<file path="src/rtl/ov7670_pixel_assembler_if.sv">
// Pixel stream from the OV7670 assembler to the convolution engine:
// head pixel, its coordinates and frame/line markers, plus the consumer's take pulse.
interface ov7670_pixel_assembler_if;
   logic        colour_load_comp;
   logic [23:0] colour_data;
   logic        colour_ready;
   logic [8:0]  pix_x;
   logic [7:0]  pix_y;
   logic        frame_start;
   logic        line_end;

   modport master (
      input  colour_load_comp,
      output colour_data,
      output colour_ready,
      output pix_x,
      output pix_y,
      output frame_start,
      output line_end
   );

   modport slave (
      output colour_load_comp,
      input  colour_data,
      input  colour_ready,
      input  pix_x,
      input  pix_y,
      input  frame_start,
      input  line_end
   );
endinterface

</file>
<file path="src/rtl/ov7670_pixel_assembler.sv">
// Oversamples the OV7670 camera bus in the clk_50M domain, pairs bytes into RGB565,
// expands to RGB888 and queues tagged pixels in a small first-word-fall-through FIFO.
module ov7670_pixel_assembler #(
   parameter int H_PIXELS   = 320,
   parameter int V_LINES    = 240,
   parameter int FIFO_DEPTH = 8
) (
   input  logic                          clk_50M,
   input  logic                          rst,
   input  logic                          PCLK,
   input  logic                          VS,
   input  logic                          HS,
   input  logic [7:0]                    OV7670_In_data,
   input  logic                          Init_Comp,
   ov7670_pixel_assembler_if.master      pix_bus,
   output logic                          overflow
);

   localparam int AW      = $clog2(FIFO_DEPTH);
   localparam int ENTRY_W = 24 + 9 + 8 + 2;
   localparam int N_CTL   = 3;

   localparam logic [8:0]  X_LAST    = 9'(H_PIXELS - 1);
   localparam logic [7:0]  Y_LAST    = 8'(V_LINES - 1);
   localparam logic [AW:0] DEPTH_CNT = (AW + 1)'(FIFO_DEPTH);

   localparam logic [1:0] ST_IDLE       = 2'd0;
   localparam logic [1:0] ST_WAIT_FRAME = 2'd1;
   localparam logic [1:0] ST_LINE       = 2'd2;
   localparam logic [1:0] ST_BLANK      = 2'd3;

   // Control pins: bit 2 = PCLK, bit 1 = VS, bit 0 = HS. Third stage feeds edge detection.
   logic [N_CTL-1:0] ctl_pins;
   logic [N_CTL-1:0] ctl_s2;
   logic [N_CTL-1:0] ctl_s3;

   assign ctl_pins = {PCLK, VS, HS};

   generate
      for (genvar gi = 0; gi < N_CTL; gi++) begin : g_ctl_sync
         logic [2:0] chain_reg;
         always_ff @(posedge clk_50M or negedge rst) begin
            if (!rst) begin
               chain_reg <= 3'b000;
            end else begin
               chain_reg <= {chain_reg[1:0], ctl_pins[gi]};
            end
         end
         assign ctl_s2[gi] = chain_reg[1];
         assign ctl_s3[gi] = chain_reg[2];
      end
   endgenerate

   // Data takes the same two stages as PCLK so it is sampled alongside the strobe.
   logic [7:0] d_s1_reg;
   logic [7:0] d_s2_reg;

   always_ff @(posedge clk_50M or negedge rst) begin
      if (!rst) begin
         d_s1_reg <= 8'h00;
         d_s2_reg <= 8'h00;
      end else begin
         d_s1_reg <= OV7670_In_data;
         d_s2_reg <= d_s1_reg;
      end
   end

   logic pclk_rise;
   logic vs_rise;
   logic vs_fall;
   logic hs_s2;
   logic hs_rise;
   logic hs_fall;

   assign pclk_rise = ctl_s2[2] & ~ctl_s3[2];
   assign vs_rise   = ctl_s2[1] & ~ctl_s3[1];
   assign vs_fall   = ~ctl_s2[1] & ctl_s3[1];
   assign hs_s2     = ctl_s2[0];
   assign hs_rise   = ctl_s2[0] & ~ctl_s3[0];
   assign hs_fall   = ~ctl_s2[0] & ctl_s3[0];

   logic [1:0] state_reg,   state_next;
   logic       phase_reg,   phase_next;
   logic [7:0] hi_byte_reg, hi_byte_next;
   logic [8:0] x_reg,       x_next;
   logic [7:0] y_reg,       y_next;
   logic       push;

   always_comb begin
      state_next   = state_reg;
      phase_next   = phase_reg;
      hi_byte_next = hi_byte_reg;
      x_next       = x_reg;
      y_next       = y_reg;
      push         = 1'b0;
      if (!Init_Comp) begin
         state_next = ST_IDLE;
         phase_next = 1'b0;
      end else if (state_reg != ST_IDLE && vs_rise) begin
         // New vertical blank: any partial line is abandoned.
         state_next = ST_WAIT_FRAME;
         phase_next = 1'b0;
      end else begin
         case (state_reg)
            ST_IDLE: begin
               state_next = ST_WAIT_FRAME;
            end
            ST_WAIT_FRAME: begin
               if (vs_fall) begin
                  y_next     = 8'd0;
                  state_next = ST_BLANK;
               end
            end
            ST_BLANK: begin
               phase_next = 1'b0;
               if (hs_rise) begin
                  x_next     = 9'd0;
                  state_next = ST_LINE;
               end
            end
            ST_LINE: begin
               if (hs_fall) begin
                  // A pending high byte is simply forgotten here.
                  state_next = ST_BLANK;
                  phase_next = 1'b0;
                  if (y_reg != Y_LAST) begin
                     y_next = y_reg + 8'd1;
                  end
               end else if (pclk_rise && hs_s2) begin
                  phase_next = ~phase_reg;
                  if (!phase_reg) begin
                     hi_byte_next = d_s2_reg;
                  end else begin
                     push   = 1'b1;
                     x_next = (x_reg == X_LAST) ? 9'd0 : x_reg + 9'd1;
                  end
               end
            end
            default: begin
               state_next = ST_IDLE;
            end
         endcase
      end
   end

   always_ff @(posedge clk_50M or negedge rst) begin
      if (!rst) begin
         state_reg   <= ST_IDLE;
         phase_reg   <= 1'b0;
         hi_byte_reg <= 8'h00;
         x_reg       <= 9'd0;
         y_reg       <= 8'd0;
      end else begin
         state_reg   <= state_next;
         phase_reg   <= phase_next;
         hi_byte_reg <= hi_byte_next;
         x_reg       <= x_next;
         y_reg       <= y_next;
      end
   end

   // RGB565 -> RGB888 by replicating the top bits into the new LSBs.
   logic [15:0]        rgb565;
   logic [23:0]        rgb888;
   logic [ENTRY_W-1:0] push_entry;

   assign rgb565     = {hi_byte_reg, d_s2_reg};
   assign rgb888     = {rgb565[15:11], rgb565[15:13],
                        rgb565[10:5],  rgb565[10:9],
                        rgb565[4:0],   rgb565[4:2]};
   assign push_entry = {rgb888, x_reg, y_reg,
                        (x_reg == 9'd0) && (y_reg == 8'd0),
                        (x_reg == X_LAST)};

   logic [ENTRY_W-1:0] mem [FIFO_DEPTH];
   logic [AW-1:0]      wr_ptr_reg;
   logic [AW-1:0]      rd_ptr_reg;
   logic [AW-1:0]      rd_ptr_next;
   logic [AW:0]        count_reg;
   logic [AW:0]        count_next;
   logic [AW:0]        remain;
   logic               pop_ok;
   logic               push_ok;
   logic [ENTRY_W-1:0] head_reg;
   logic [ENTRY_W-1:0] head_next;
   logic               ready_reg;

   assign pop_ok  = pix_bus.colour_load_comp && (count_reg != '0);
   assign push_ok = push && ((count_reg != DEPTH_CNT) || pop_ok);

   // Head register holds whatever will sit at the front after this cycle's pop/push.
   always_comb begin
      remain      = count_reg - (AW + 1)'(pop_ok);
      count_next  = remain + (AW + 1)'(push_ok);
      rd_ptr_next = rd_ptr_reg + AW'(pop_ok);
      head_next   = '0;
      if (count_next != '0) begin
         if (remain == '0) begin
            head_next = push_entry;
         end else begin
            head_next = mem[rd_ptr_next];
         end
      end
   end

   always_ff @(posedge clk_50M) begin
      if (push_ok) begin
         mem[wr_ptr_reg] <= push_entry;
      end
   end

   always_ff @(posedge clk_50M or negedge rst) begin
      if (!rst) begin
         wr_ptr_reg <= '0;
         rd_ptr_reg <= '0;
         count_reg  <= '0;
         head_reg   <= '0;
         ready_reg  <= 1'b0;
         overflow   <= 1'b0;
      end else begin
         if (push_ok) begin
            wr_ptr_reg <= wr_ptr_reg + AW'(1);
         end
         rd_ptr_reg <= rd_ptr_next;
         count_reg  <= count_next;
         head_reg   <= head_next;
         ready_reg  <= (count_next != '0);
         if (push && !push_ok) begin
            overflow <= 1'b1;
         end else if (vs_rise) begin
            overflow <= 1'b0;
         end
      end
   end

   assign pix_bus.colour_data  = head_reg[42:19];
   assign pix_bus.pix_x        = head_reg[18:10];
   assign pix_bus.pix_y        = head_reg[9:2];
   assign pix_bus.frame_start  = head_reg[1];
   assign pix_bus.line_end     = head_reg[0];
   assign pix_bus.colour_ready = ready_reg;

endmodule
</file>
<file path="src/flat_wrapper.sv">
// flat-port wrapper written by rule: the top's interface ports become plain ports
module ov7670_pixel_assembler_flat 
#(
   parameter int H_PIXELS   = 320,
   parameter int V_LINES    = 240,
   parameter int FIFO_DEPTH = 8
)
  (clk_50M, rst, PCLK, VS, HS, OV7670_In_data, Init_Comp, overflow, pix_bus_colour_load_comp, pix_bus_colour_data, pix_bus_colour_ready, pix_bus_pix_x, pix_bus_pix_y, pix_bus_frame_start, pix_bus_line_end);
  ov7670_pixel_assembler_if pix_bus_i ();
  input  logic clk_50M;
  input  logic rst;
  input  logic PCLK;
  input  logic VS;
  input  logic HS;
  input  logic [7:0] OV7670_In_data;
  input  logic Init_Comp;
  output logic overflow;
  input wire logic [$bits(pix_bus_i.colour_load_comp)-1:0] pix_bus_colour_load_comp;
  output wire logic [$bits(pix_bus_i.colour_data)-1:0] pix_bus_colour_data;
  output wire logic [$bits(pix_bus_i.colour_ready)-1:0] pix_bus_colour_ready;
  output wire logic [$bits(pix_bus_i.pix_x)-1:0] pix_bus_pix_x;
  output wire logic [$bits(pix_bus_i.pix_y)-1:0] pix_bus_pix_y;
  output wire logic [$bits(pix_bus_i.frame_start)-1:0] pix_bus_frame_start;
  output wire logic [$bits(pix_bus_i.line_end)-1:0] pix_bus_line_end;
  assign pix_bus_i.colour_load_comp = pix_bus_colour_load_comp;
  assign pix_bus_colour_data = pix_bus_i.colour_data;
  assign pix_bus_colour_ready = pix_bus_i.colour_ready;
  assign pix_bus_pix_x = pix_bus_i.pix_x;
  assign pix_bus_pix_y = pix_bus_i.pix_y;
  assign pix_bus_frame_start = pix_bus_i.frame_start;
  assign pix_bus_line_end = pix_bus_i.line_end;
  ov7670_pixel_assembler #(.H_PIXELS(H_PIXELS), .V_LINES(V_LINES), .FIFO_DEPTH(FIFO_DEPTH)) u_core (.clk_50M(clk_50M), .rst(rst), .PCLK(PCLK), .VS(VS), .HS(HS), .OV7670_In_data(OV7670_In_data), .Init_Comp(Init_Comp), .pix_bus(pix_bus_i), .overflow(overflow));
endmodule
</file>
<file path="config.mk">
export PLATFORM = sky130hd
export DESIGN_NAME = ov7670_pixel_assembler_flat
export DESIGN_NICKNAME = d
export VERILOG_FILES = /design/src/rtl/ov7670_pixel_assembler_if.sv /design/src/rtl/ov7670_pixel_assembler.sv /design/src/flat_wrapper.sv
export SDC_FILE = /design/constraint.sdc
export NUM_CORES = 1
export LEC_CHECK = 0
export BUFFER_PORTS_ARGS = -buffer_cell sky130_fd_sc_hd__buf_4
export CAP_MARGIN = 40
export CORE_UTILIZATION = 61
export DETAILED_ROUTE_END_ITERATION = 8
export HOLD_SLACK_MARGIN = 0.05
export PLACE_DENSITY = 0.79
export SLEW_MARGIN = 20
export SYNTH_ARGS = -nofsm -noshare
export SYNTH_HDL_FRONTEND = slang
export SYNTH_SLANG_ARGS = --single-unit
</file>
<file path="constraint.sdc">
create_clock -name clk_50M -period 7.1 [get_ports clk_50M]
set_input_delay 0.71 -clock clk_50M [delete_from_list [all_inputs] [get_ports clk_50M]]
set_output_delay 0.71 -clock clk_50M [all_outputs]
set_load 0.02 [all_outputs]
</file>
# Word level (Yosys, flattened, before mapping)
# Memory sizes are Yosys's and may differ from the RTL's.
# Index checks and enable logic that the tools add are counted.
[op_classes]
reduce_logical = 23
n_lt_le_gt_ge = 0
n_mux = 33
n_addsub = 6
n_eq_ne = 18
n_div = 0
n_shift = 0
mul = 0
n_bitwise = 13
[op_table]
columns = ["cell", "n"]
rows = [
  ["$mux W43", 2],
  ["$mux W9", 5],
  ["$mux W8", 3],
  ["$pmux W9 S2", 1],
  ["$pmux W8 S2", 1],
  ["$mux W1", 14],
  ["$ne A2 B1 Y1 const B", 6],
  ["$ne A4 B2 Y1 const B", 3],
  ["$reduce_and A6 Y1", 2],
  ["$mux W2", 5],
  ["$add A9 B1 Y9 const B", 1],
  ["$eq A9 B9 Y1 const B", 1],
  ["$logic_not A9 Y1", 1],
  ["$add A8 B1 Y8 const B", 1],
  ["$logic_not A8 Y1", 1],
  ["$ne A8 B8 Y1 const B", 1],
  ["$not A1 Y1", 8],
  ["$pmux W2 S4", 1],
  ["$reduce_bool A2 Y1", 4],
  ["$reduce_bool A4 Y1", 2],
  ["$reduce_and A7 Y1", 1],
  ["$logic_and A1 B1 Y1", 6],
  ["$and A1 B1 Y1", 5],
  ["$ne A5 B2 Y1 const B", 1],
  ["other kinds (16)", 17],
]
[totals]
reg_bits = 108
memories = 1
mem_bits_ro = 0
out_inout_bits = 45
mem_bits_rw = 344
inputBits = 15
latchBits = 0
[mem_list]
columns = ["name", "words", "width", "rd", "rd_ports_with_merged_regs", "wr", "line", "rtl"]
rows = [
  ["u_core.mem", 8, 43, 1, 0, 1, "ov7670_pixel_assembler.sv:175", "logic [ENTRY_W-1:0] mem [FIFO_DEPTH];"],
]

# Longest topological paths before layout
# Gate-level depths: netlist of the first run.
[depth]
ltp_word = 12
ltp_mapped = 13

# Worst setup path before layout of the first run
# OpenSTA, ideal clock, no wires.
[synth_path]
kind = "register to register"
from = "reg u_core.state_reg[0]"
to = "mem u_core.mem[0][0] (netlist bit) (enable)"
n_path_buf = 1
path_stages_with_launch = 7
required_time_ps = 6585
path_slack_ps = 1974
t_arrival_ps = 4611
synth_period_minus_slack_ps = 5126
path_cell_list = "dfrtp_1 > inv_1 > ha_1 > clkbuf_1 > and3_1 > nand3_2 > nor4_1"
[synth_via]
elab_chain_len = 7
elab_cells_between_ends = 9
cone_classes = "1 x eq/ne; 5 x mux; 3 x reduce/logical"
[synth_lines]
columns = ["item", "line", "rtl"]
rows = [
  ["start, declared", "ov7670_pixel_assembler.sv:82", "logic [1:0] state_reg, state_next;"],
  ["start signal, assigned", "ov7670_pixel_assembler.sv:154", "state_reg <= state_next;"],
  ["$eq A2 B2 Y1 or $reduce_bool A2 Y1 (tied branches)", "ov7670_pixel_assembler.sv:104, ov7670_pixel_assembler.sv:99", ""],
  ["$mux W1 or $logic_and A1 B1 Y1 (tied branches)", "ov7670_pixel_assembler.sv:104, ov7670_pixel_assembler.sv:99", ""],
  ["$mux W1 (*)", "ov7670_pixel_assembler.sv:99", "end else if (state_reg != ST_IDLE && vs_rise) begin"],
  ["$mux W1 (*)", "ov7670_pixel_assembler.sv:96", "if (!Init_Comp) begin"],
  ["$logic_and A1 B1 Y1 (*)", "ov7670_pixel_assembler.sv:189", "assign push_ok = push && ((count_reg != DEPTH_CNT) || pop_ok);"],
  ["$mux W1 (*)", "ov7670_pixel_assembler.sv:207", "if (push_ok) begin"],
  ["$mux W1 (not written as such) (*)", "ov7670_pixel_assembler.sv:208", "mem[wr_ptr_reg] <= push_entry;"],
  ["end, declared", "ov7670_pixel_assembler.sv:175", ""],
]
# Mark *: on every way between the ends. The rest lies on a longest branch, timed or not.

# Final worst setup path of the first run
[layout_path]
from = "reg u_core.count_reg[2]"
to = "reg u_core.head_reg[38]"
[layout_via]
elab_cells_between_ends = 13
cone_classes = "3 x add/sub; 1 x eq/ne; 2 x mux; 6 x reduce/logical; 1 x memory"
[layout_rtl]
columns = ["item", "line", "rtl"]
rows = [
  ["start, declared", "ov7670_pixel_assembler.sv:179", "logic [AW:0] count_reg;"],
  ["start signal, assigned", "ov7670_pixel_assembler.sv:225", "count_reg <= count_next;"],
  ["$reduce_bool A4 Y1", "ov7670_pixel_assembler.sv:188", "assign pop_ok = pix_bus.colour_load_comp && (count_reg != '0);"],
  ["$logic_and A1 B1 Y1", "ov7670_pixel_assembler.sv:188", ""],
  ["$add A3 B1 Y3", "ov7670_pixel_assembler.sv:195", "rd_ptr_next = rd_ptr_reg + AW'(pop_ok);"],
  ["via u_core.rd_ptr_next[1]", "ov7670_pixel_assembler.sv:178", "logic [AW-1:0] rd_ptr_next;"],
  ["$mem_v2 Z8 W43", "--", ""],
  ["$mux W43", "ov7670_pixel_assembler.sv:198", "if (remain == '0) begin"],
  ["$mux W43", "ov7670_pixel_assembler.sv:197", "if (count_next != '0) begin"],
  ["via u_core.head_next[38]", "ov7670_pixel_assembler.sv:185", "logic [ENTRY_W-1:0] head_next;"],
  ["end signal, assigned", "ov7670_pixel_assembler.sv:226", "head_reg <= head_next;"],
  ["end, declared", "ov7670_pixel_assembler.sv:184", "logic [ENTRY_W-1:0] head_reg;"],
]
# The timed path passes the listed nets, and every way through them passes these cells.
# A chain may end at the register's enable or synchronous reset.

==> metrics.md, run 1 <==
| Metric | Value |
|---|---|
| End of the worst register-to-register path | u_core.head_reg[38]$_DFF_PN0_ |
| RSZ-0062 raised after global routing | no |
| Most frequent cells in the layout | 280 x edfxtp_1, 100 x dfrtp_1, 75 x buf_4 |
| Layout cell share with drive strength beyond 1 | 0.256 |
| Hold buffers post-CTS | 0 |
| Post-synth top area share | 0.565 |
| Core area | 23700 um2 |
| Reg2reg path depth | 9 |
| Commonest non-fill, non-tap cell in the layout | edfxtp_1 |
| Root Driver | clkbuf_16 |
| Switching pwr | 2.28 mW |
| Worst min-delay path category | primary input to async pin |
| Slew Limit Headroom | 0.445 |
| Initial antenna violation count | 1 |
| R2r setup slk | 3.41 ns |
| Pwr/cell area | 427 nW/um2 |
| Die footprint | 25000 um2 |
| Global-route wire length before repair | 47.7 mm |
| Combinational power share | 0.353 |
| Max reg flops | 280 |
| Clock tree buffer depth | 3 |
| Syn Nets | 821 |
| Utilization after layout | 0.712 |
| Status | finished clean |
| Worst-path clk slew | 0.06 ns |
| ANT nets after route | 0 |
| DR vias | 7788 |
| Gr usage total | 0.264 |
| Drt pass-1 iters | 5 |
| Met3 usage | 0.0411 |
| Syn. warnings | 0 |
| CP Capture Type | flip-flop |
| Period utilization | 0.520 |
| CTS tree | built |
| Most Crowded Layer GR | met2 |
| Cell Area, Synth | 14900 um2 |
| Placer Congestion | 0.805 |
| Setup Buffers After CTS | 0 |
| Worst-skew pair later-pin latency | 0.52 ns |
| FMAX | 271 MHz |
| Flops & latches, synth | 380 |
| CP max FO | 52 |
| IO Port Bufs | 59 |
| Cells along the critical path | or3_2 -> o21a_1 -> ha_4 -> ha_2 -> buf_4 -> mux4_2 -> mux2i_1 -> o21ai_0 -> o211a_1 |
| Least-Margin Pin Slew | 0.829 ns |
| Switching Share | 0.317 |
| Flop pwr share | 0.391 |
| CP Class | flip-flop to flip-flop |
| H-tree levels | 2 |
| Area grow syn2layout | 13.4% |
| Hpwl dp | 15.7 mm |
| Avg Cell Area, Syn | 18.8 um2 |
| GRT Residual Overflow | 0 |
| Worst Setup Start Kind | flip-flop |
| VDD IR-drop max | 245 uV |
| Reg-to-Reg Start | u_core.count_reg[2]$_DFF_PN0_ |
| Post-synth EDFFs | 280 |
| Largest net degree at the start of global routing | 60 |
| Setup crit start | u_core.count_reg[2]$_DFF_PN0_ |
| Drt via density | 6.44 |
| Placed cell area | 15700 um2 |
| Die Wd | 158 um |
| Critical Path RT | 7.50 ns |
| Final wirelength | 30.7 mm |
| Worst Skew | 0.0102 ns |
| Sequential area share after synthesis | 0.734 |
| Synth cell types | 54 |
| GRT met2 Usage | 0.443 |
| Wire per inst | 25.4 um |
| CP max-delay cell | buf_4 |
| WP data arrival | 4.09 ns |
| Initial cell density of the core | 0.628 |
| Slowest Stage Delay on Critical Path | 0.72 ns |
| DRC viols | 0 |
| Post-cts repair resize count | 0 |
| Internal Power | 4.91 mW |
| Main area contributors after synthesis | edfxtp_1 57%, dfrtp_1 17%, mux4_2 11% |
| Min cycle time layout | 3.69 ns |
| Clock power frac | 0.256 |
| Final setup violation count | 0 |
| Die H | 158 um |
| DR iter-0 viols | 738 |
| Vias in the first global route | 8206 |
| Final Worst Setup Slack | 3.41 ns |
| Setup Total Neg Slack | 0 ns |
| Final Max Tran Viols | 0 |
| Total CTS buffers | 38 |
| Max_cap viols | 0 |
| Place WS | 3.40 ns |
| Fin nets | 892 |
| Synth Instances | 790 |
| Synth area leader | edfxtp_1 |
| LEAKAGE | 6.22 nW |
| Met1 Usage GRT | 0.358 |
| Final Hold Fails | 0 |
| Cell area after layout | 16900 um2 |
| Sink Count | 380 |
| IO Pins | 60 |
| Ys async rst share | 0.263 |
| Row Count | 56 |
| Ys flop type | edfxtp_1 |
metal layers:
metal | vias to the layer above | wire (um)
li1 | 3290 | -
met1 | 4068 | 12200
met2 | 355 | 15700
met3 | 75 | 2050
met4 | 0 | 748
met5 | - | 0
area by class of cell:
type,count,area (um2)
sequential,380,10900
fill,1450,6820
multi-input combinational,346,3710
clock buffer,49,1020
timing repair buffer,78,631
tap,319,399
clock inverter,20,126
inverter,17,63.8
antenna,1,2.50
worst max-delay path by stage:
| stage | end | slack, ns | cells past startpoint |
|---|---|---|---|
| 2_1_floorplan | u_core.mem[0][0]$_DFFE_PP_ | 1.97 | 6 |
| 3_3_place_gp | u_core.head_reg[5]$_DFF_PN0_ | 3.33 | 8 |
| 3_5_place_dp | u_core.head_reg[25]$_DFF_PN0_ | 3.40 | 9 |
| 4_1_cts | u_core.head_reg[38]$_DFF_PN0_ | 3.37 | 9 |
| 5_1_grt | u_core.head_reg[38]$_DFF_PN0_ | 3.17 | 9 |
| 6_report | u_core.head_reg[38]$_DFF_PN0_ | 3.41 | 9 |
critical path: cells and delay by family, from the launching register on:
kind            cells  cell delay [ns]
flops               1             0.42
compound gates      3             0.50
mux                 2             0.56
fa+ha+maj           2             0.84
simple gates        1             0.51
buf+inv             1             0.72
through the flow:
| step | hold slack [ns] | total power [mW] | instances |
|---|---|---|---|
| finish | 0.192 | 7.20 | 1210 |
| global route | 0.240 | 7.53 | 1209 |
| CTS | 0.214 | 7.24 | 1208 |
| detailed placement | 0.336 | 5.38 | 1139 |
| global placement | 0.336 | 5.26 | 1136 |
| floorplan | 0.331 | 4.68 | 790 |
kinds of logic (layout without fill, tap and decap cells):
logic type | after synthesis | count (layout) | synth area share
xor+xnor | 9 | 9 | 0.00581
buf+inv | 64 | 164 | 0.0221
other cells | 0 | 1 | 0
mux | 114 | 114 | 0.136
flops | 380 | 380 | 0.734
fa+ha+maj | 16 | 16 | 0.0135
simple gates | 89 | 89 | 0.0330
compound gates | 118 | 118 | 0.0555
synth_stat cells, types with 2 or more instances:
library cell    n
a21oi_1         5
a31oi_1         4
and3_1          6
buf_2          14
buf_4           8
buf_8           3
clkbuf_1       21
dfrtp_1       100
edfxtp_1      280
ha_1           16
inv_1          17
mux2_2          8
mux2i_1        36
mux4_2         70
nand2_1        20
nand2b_1        9
nand3_1        10
nor2_1         13
nor2b_1         4
nor3_1          5
nor3b_1         2
nor4_1          5
o211a_1        35
o21a_1          3
o21ai_0        54
o2bb2ai_1       2
o31ai_1         6
or3_1           2
xnor2_1         7
power groups by stage:
| stage | sequential [mW] | combinational (mW) | clock [mW] |
|---|---|---|---|
| 6_report | 2.82 | 2.54 | 1.84 |
| 5_1_grt | 2.84 | 2.73 | 1.96 |
| 4_1_cts | 2.82 | 2.56 | 1.87 |
| 3_5_place_dp | 2.86 | 2.53 | 0 |
| 3_3_place_gp | 2.84 | 2.42 | 0 |
| 2_1_floorplan | 2.92 | 1.76 | 0 |
Note: power is estimated with default switching activity, not from simulation.
==> inputs of run 2 (changes only) <==
clock period = 3.78 ns   (was 7.1 ns; I/O delays follow)
==> run 2 against run 1 <==
  * Via count rose by 1.1%
  * Die area stayed put
  * Clock skew up 0.00069 ns
  * Register-to-register slack worse by 2.9 ns
  * Non-clock buffer count rose by 17
  * Sequential power is 88% higher
==> metrics.md, run 2 (same netlist as run 1, synthesis figures left out) <==
| Metric | Value |
|---|---|
| Status | finished clean |
| RSZ-0062 raised after global routing | no |
| Cell area after layout | 17200 um2 (+2.2%) |
| IO Pins | 60 (unchanged) |
| Placed cell area | 15800 um2 (+0.78%) |
| Fin cells | 1227 (+1.4%) |
| Area grow syn2layout | 16.0% |
| CP most frequent cell | ha_1 |
| Global-route wire length before repair | 48.0 mm (+0.59%) |
| Row Count | 56 (unchanged) |
| Most frequent cells in the layout | 280 x edfxtp_1, 100 x dfrtp_1, 77 x buf_4 |
| DRC viols | 0 (unchanged) |
| End of the critical path | u_core.head_reg[23]$_DFF_PN0_ |
| Final Worst Setup Slack | 0.474 ns (-2.94 ns) |
| DR vias | 7873 (+1.1%) |
| Clock tree buffer depth | 3 (unchanged) |
| CP max-delay cell | or3_2 |
| Total CTS buffers | 38 (unchanged) |
| Reg-to-Reg Start | u_core.count_reg[2]$_DFF_PN0_ |
| Root Driver | clkbuf_16 |
| Drt via density | 6.42 (-0.31%) |
| H-tree levels | 2 (unchanged) |
| LEAKAGE | 6.35 nW (+2.1%) |
| Setup crit start | u_core.count_reg[2]$_DFF_PN0_ |
| Worst-path clk slew | 0.06 ns (about the same) |
| DR iter-0 viols | 863 (+17%) |
| Worst min-delay path category | primary input to flip-flop |
| Die H | 158 um (unchanged) |
| Setup Total Neg Slack | 0 ns (unchanged) |
| Die Wd | 158 um (unchanged) |
| Wire per inst | 25.6 um (+0.93%) |
| IO Port Bufs | 59 (unchanged) |
| Crit path max-delay family | simple AND/OR/NAND/NOR gates |
| Slew Limit Headroom | 0.479 (+0.0341) |
| Slowest Stage Delay on Critical Path | 0.51 ns (-0.21 ns) |
| Utilization after layout | 0.728 (+0.0158) |
| Final wirelength | 31.4 mm (+2.4%) |
| Critical Path RT | 4.18 ns (-3.32 ns) |
| Die footprint | 25000 um2 (unchanged) |
| Drt pass-1 iters | 7 (+2) |
| CP Class | flip-flop to flip-flop |
| Worst Setup Start Kind | flip-flop |
| WP data arrival | 3.70 ns (-0.39 ns) |
| Min cycle time layout | 3.31 ns (-0.384 ns) |
| Antenna cells | 0 (-1) |
| Place WS | 0.496 ns (-2.91 ns) |
| Placer Congestion | 0.784 (-2.7%) |
| Hpwl dp | 16.4 mm (+4.2%) |
| Pwr/cell area | 813 nW/um2 (+91%) |
| GRT Residual Overflow | 0 (unchanged) |
| Least-Margin Pin Slew | 0.778 ns (-0.0509 ns) |
| Gr usage total | 0.267 (+0.00273) |
| Commonest non-fill, non-tap cell in the layout | edfxtp_1 |
| End of the worst register-to-register path | u_core.head_reg[23]$_DFF_PN0_ |
| Worst path depth | 9 (unchanged) |
| Worst-skew pair later-pin latency | 0.51 ns (about the same) |
| CP max FO | 36 (-31%) |
| Sink Count | 380 (unchanged) |
| Core area | 23700 um2 (unchanged) |
| Max_cap viols | 0 (unchanged) |
| FMAX | 302 MHz (+12%) |
| Post-cts repair resize count | 0 (unchanged) |
| Initial cell density of the core | 0.628 (unchanged) |
| Inst Count DP | 1145 (+0.53%) |
| ANT nets after route | 0 (unchanged) |
| Initial antenna violation count | 0 (-1) |
| WP buf/inv | 2 (+1) |
| Final Max Tran Viols | 0 (unchanged) |
| Cells along the critical path | or3_2 -> or3b_2 -> nand3_2 -> inv_1 -> ha_1 -> ha_1 -> or4_1 -> buf_4 -> o211a_1 |
| Vias in the first global route | 8205 (-0.012%) |
| CP Capture Type | flip-flop |
| Fin nets | 909 (+1.9%) |
| CTS tree | built |
| Hold depth | 2 |
| Fillers | 1397 (-3.7%) |
| R2r setup slk | 0.47 ns (-2.94 ns) |
| Largest net degree at the start of global routing | 43 (-28%) |
| Final setup violation count | 0 (unchanged) |
| VDD IR-drop max | 581 uV (+140%) |
| Max reg flops | 280 (unchanged) |
| Final Hold Fails | 0 (unchanged) |
| Layout cell share with drive strength beyond 1 | 0.256 (-0.000673) |
| Worst Skew | 0.0109 ns (+0.000692 ns) |
| Period utilization | 0.875 (+0.355) |
| Reg2reg path depth | 9 (unchanged) |
run 2: changes by cell type in the layout (fill, tap and decap cells not counted), moves of 3 or more:
cell	delta
dlygate4sd3_1	+12
clkinv_2	-8
clkbuf_8	+6
clkbuf_1	+3
bufinv_16	+3
run 2: worst register-to-register path: stages, from the launching register on:
cell     delay, ns
dfrtp_1       0.42
or3_2         0.51
or3b_2        0.50
nand3_2       0.09
inv_1         0.08
ha_1          0.23
ha_1          0.31
or4_1         0.51
buf_4         0.32
o211a_1       0.22
run 2: worst min path at each step:
stage	from	endpoint
after floorplan	rst	u_core.count_reg[0]$_DFF_PN0_
after global placement	u_core.d_s1_reg[0]$_DFF_PN0_	u_core.d_s2_reg[0]$_DFF_PN0_
after detailed placement	u_core.d_s1_reg[7]$_DFF_PN0_	u_core.d_s2_reg[7]$_DFF_PN0_
after CTS	Init_Comp	u_core.state_reg[0]$_DFFE_PN0P_
after global routing	Init_Comp	u_core.state_reg[0]$_DFFE_PN0P_
final	Init_Comp	u_core.state_reg[0]$_DFFE_PN0P_
run 2: cell type report:
| type | instances | area (um2) | share of cell area |
|---|---|---|---|
| well taps | 319 | 399 | 0.0231 |
| clock inverters | 10 | 144 | 0.00835 |
| inverters | 17 | 63.8 | 0.00370 |
| flip-flops and latches | 380 | 10900 | 0.633 |
| clock buffers | 60 | 1170 | 0.0677 |
| repair buffers | 95 | 833 | 0.0483 |
| multi-input cells | 346 | 3720 | 0.216 |
run 2: through the flow:
step	power [mW]	hold WS (ns)
after floorplan	8.78	0.0824
after global placement	9.95	0.335
after detailed placement	10.2	0.335
after CTS	14.1	0.0910
after global routing	14.6	0.108
final	14.0	0.0986
run 2: power by group:
group	leakage (nW)	switching (mW)	internal, mW
clock	0.638	1.47	2.39
sequential	3.78	0.349	4.95
combinational	1.93	2.49	2.37
run 2: timing repair:
item                      in CTS  in global routing
hold endpoints to repair      43                  0
buffers inserted               0                  0
hold buffers                  12                  0
run 2: per-layer routing:
metal | part of all wire | GRT usage | wire (um)
met5 | 0 | 0 | 0
met4 | 0.028 | 0.0925 | 886
met3 | 0.074 | 0.0416 | 2320
met2 | 0.51 | 0.452 | 16100
met1 | 0.39 | 0.355 | 12200
==> inputs of run 3 (changes only) <==
RECOVER_POWER = 25   (was unset)
==> run 3 against run 2 <==
  * Design area about the same
  * Clock skew fell by 0.0013 ns
  * Combinational power about the same
  * Count of clock-buffer cells in the layout unchanged
  * Non-clock buffer count did not move
  * The flow now finishes with violations (capacitance limit, slew limit)
  * Hold slack improved by 0.0016 ns
==> metrics.md, run 3 (same netlist as run 1, synthesis figures left out) <==
| Metric | Value |
|---|---|
| Fin nets | 909 (unchanged) |
| Clock power frac | 0.275 (about the same) |
| Hold buffers post-CTS | 12 (unchanged) |
| Reg2reg path depth | 9 (unchanged) |
| Least-Margin Pin Slew | 2.22 ns (+1.44 ns) |
| Total CTS buffers | 38 (unchanged) |
| Row Count | 56 (unchanged) |
| Area grow syn2layout | 15.9% (about the same) |
| Post-cts repair resize count | 0 (unchanged) |
| Final wirelength | 31.4 mm (about the same) |
| Root Driver | clkbuf_16 |
| WP data arrival | 3.71 ns (about the same) |
| Worst Setup Start Kind | flip-flop |
| VDD IR-drop max | 580 uV (-0.14%) |
| Max reg flops | 280 (unchanged) |
| CP Capture Type | flip-flop |
| Global-route wire length before repair | 48.0 mm (unchanged) |
| Core area | 23700 um2 (unchanged) |
| Most frequent cells in the layout | 280 x edfxtp_1, 100 x dfrtp_1, 70 x mux4_2 |
| Clock tree buffer depth | 3 (unchanged) |
| GRT Residual Overflow | 0 (unchanged) |
| Hpwl dp | 16.4 mm (unchanged) |
| Worst Skew | 0.00957 ns (-0.00134 ns) |
| Failing checks | capacitance limit, slew limit |
| Hold Path End | u_core.state_reg[0]$_DFFE_PN0P_ |
| Drt pass-1 iters | 6 (-1) |
| Initial antenna violation count | 0 (unchanged) |
| Hold depth | 2 (unchanged) |
| Worst-path clk slew | 0.06 ns (about the same) |
| Switching pwr | 4.31 mW (about the same) |
| DR iter-0 viols | 910 (+5.4%) |
| Overall power | 14.0 mW (about the same) |
| Min cycle time layout | 3.31 ns (+0.00142 ns) |
| Antenna cells | 0 (unchanged) |
| Worst-skew pair later-pin latency | 0.51 ns (about the same) |
| Seq. cell area | 10900 um2 (unchanged) |
| ANT nets after route | 0 (unchanged) |
| DR vias | 7856 (-0.22%) |
| Commonest non-fill, non-tap cell in the layout | edfxtp_1 |
| Flop pwr share | 0.378 (about the same) |
| Switching Share | 0.307 (about the same) |
| CP Class | flip-flop to flip-flop |
| Worst min-delay path category | primary input to flip-flop |
| IO Port Bufs | 59 (unchanged) |
| Combinational power share | 0.347 (about the same) |
| Largest net degree at the start of global routing | 43 (unchanged) |
| Final Max Tran Viols | 35 (+35) |
| Sink Count | 380 (unchanged) |
| LEAKAGE | 6.34 nW (about the same) |
| Max_cap viols | 1 (+1) |
| Fin cells | 1227 (unchanged) |
| R2r setup slk | 0.47 ns (about the same) |
| Vias in the first global route | 8205 (unchanged) |
| Die Wd | 158 um (unchanged) |
| H-tree levels | 2 (unchanged) |
| Initial cell density of the core | 0.628 (unchanged) |
| Final Hold Fails | 0 (unchanged) |
| DRC viols | 0 (unchanged) |
| Wire per inst | 25.6 um (about the same) |
| RSZ-0062 raised after global routing | no |
| Setup Buffers After CTS | 0 (unchanged) |
| Pwr/cell area | 813 nW/um2 (about the same) |
| Internal Power | 9.71 mW (about the same) |
| CTS tree | built |
| Area of the multi-input gates | 3720 um2 (unchanged) |
| Fillers | 1396 (-0.072%) |
| Reg-to-Reg Start | u_core.count_reg[2]$_DFF_PN0_ |
| Gr usage total | 0.267 (unchanged) |
| FMAX | 302 MHz (about the same) |
| Inst Count DP | 1145 (unchanged) |
| Die footprint | 25000 um2 (unchanged) |
| Critical Path RT | 4.18 ns (about the same) |
| Slew Limit Headroom | -0.482 (-0.961) |
| IO Pins | 60 (unchanged) |
| Drt via density | 6.40 (-0.22%) |
| Layout cell share with drive strength beyond 1 | 0.254 (-0.00110) |
| End of the worst register-to-register path | u_core.head_reg[23]$_DFF_PN0_ |
| Final setup violation count | 0 (unchanged) |
| Min-delay src | Init_Comp |
| Die H | 158 um (unchanged) |
| Hold WS | 0.100 ns (+0.00159 ns) |
| Placer Congestion | 0.784 (unchanged) |
| Status | finished with violations |
| Period utilization | 0.875 (about the same) |
| CP max FO | 36 (unchanged) |
run 3: cell count changes in the layout (fill, tap and decap cells not counted), sizes merged:
cell	change
buf	-12
clkbuf	+12
run 3: final cells by class:
class                   count  area share
flip-flops and latches    380       0.633
clock inverters            10     0.00835
well taps                 319      0.0232
clock buffers              60      0.0677
repair buffers             95      0.0481
multi-input cells         346       0.216
inverters                  17     0.00370
run 3: worst max-delay path by stage:
stage | from | end | slack, ns | cells after the start
2_1_floorplan | u_core.state_reg[0]$_DFFE_PN0P_ | u_core.mem[2][0]$_DFFE_PP_ | -0.43 | 6
3_3_place_gp | u_core.count_reg[2]$_DFF_PN0_ | u_core.head_reg[26]$_DFF_PN0_ | 0.62 | 9
3_5_place_dp | u_core.count_reg[2]$_DFF_PN0_ | u_core.head_reg[23]$_DFF_PN0_ | 0.50 | 10
4_1_cts | u_core.count_reg[2]$_DFF_PN0_ | u_core.head_reg[30]$_DFF_PN0_ | 0.48 | 9
5_1_grt | u_core.count_reg[2]$_DFF_PN0_ | u_core.head_reg[23]$_DFF_PN0_ | 0.39 | 10
6_report | u_core.count_reg[2]$_DFF_PN0_ | u_core.head_reg[23]$_DFF_PN0_ | 0.47 | 9
run 3: metrics by stage:
stage          utilization  setup TNS (ns)  setup slack, ns  instance area (um2)
4_1_cts              0.728               0            0.482                17200
3_3_place_gp         0.665               0            0.617                15700
3_5_place_dp         0.668               0            0.496                15800
5_1_grt              0.728               0            0.395                17200
6_report             0.728               0            0.472                17200
2_1_floorplan            -          -44.66           -0.425                14900
run 3: metal layers:
| metal | vias up | share of wire | global-route usage |
|---|---|---|---|
| li1 | 3315 | - | - |
| met1 | 4053 | 0.39 | 0.355 |
| met2 | 407 | 0.51 | 0.452 |
| met3 | 81 | 0.075 | 0.0416 |
| met4 | 0 | 0.029 | 0.0925 |
| met5 | - | 0 | 0 |
run 3: worst max-delay path, stage by stage (launching register included):
cell,delay [ns]
dfrtp_1,0.42
or3_2,0.51
or3b_2,0.50
nand3_2,0.09
inv_1,0.08
ha_1,0.23
ha_1,0.31
or4_1,0.51
buf_4,0.32
o211a_1,0.20
run 3: power by group through the flow:
stage | Clock [mW] | Sequential [mW] | Combinational [mW]
after CTS | 3.90 | 5.30 | 4.91
final | 3.85 | 5.30 | 4.87
after global placement | 0 | 5.34 | 4.61
after floorplan | 0 | 5.46 | 3.32
after detailed placement | 0 | 5.38 | 4.83
after global routing | 4.07 | 5.34 | 5.22
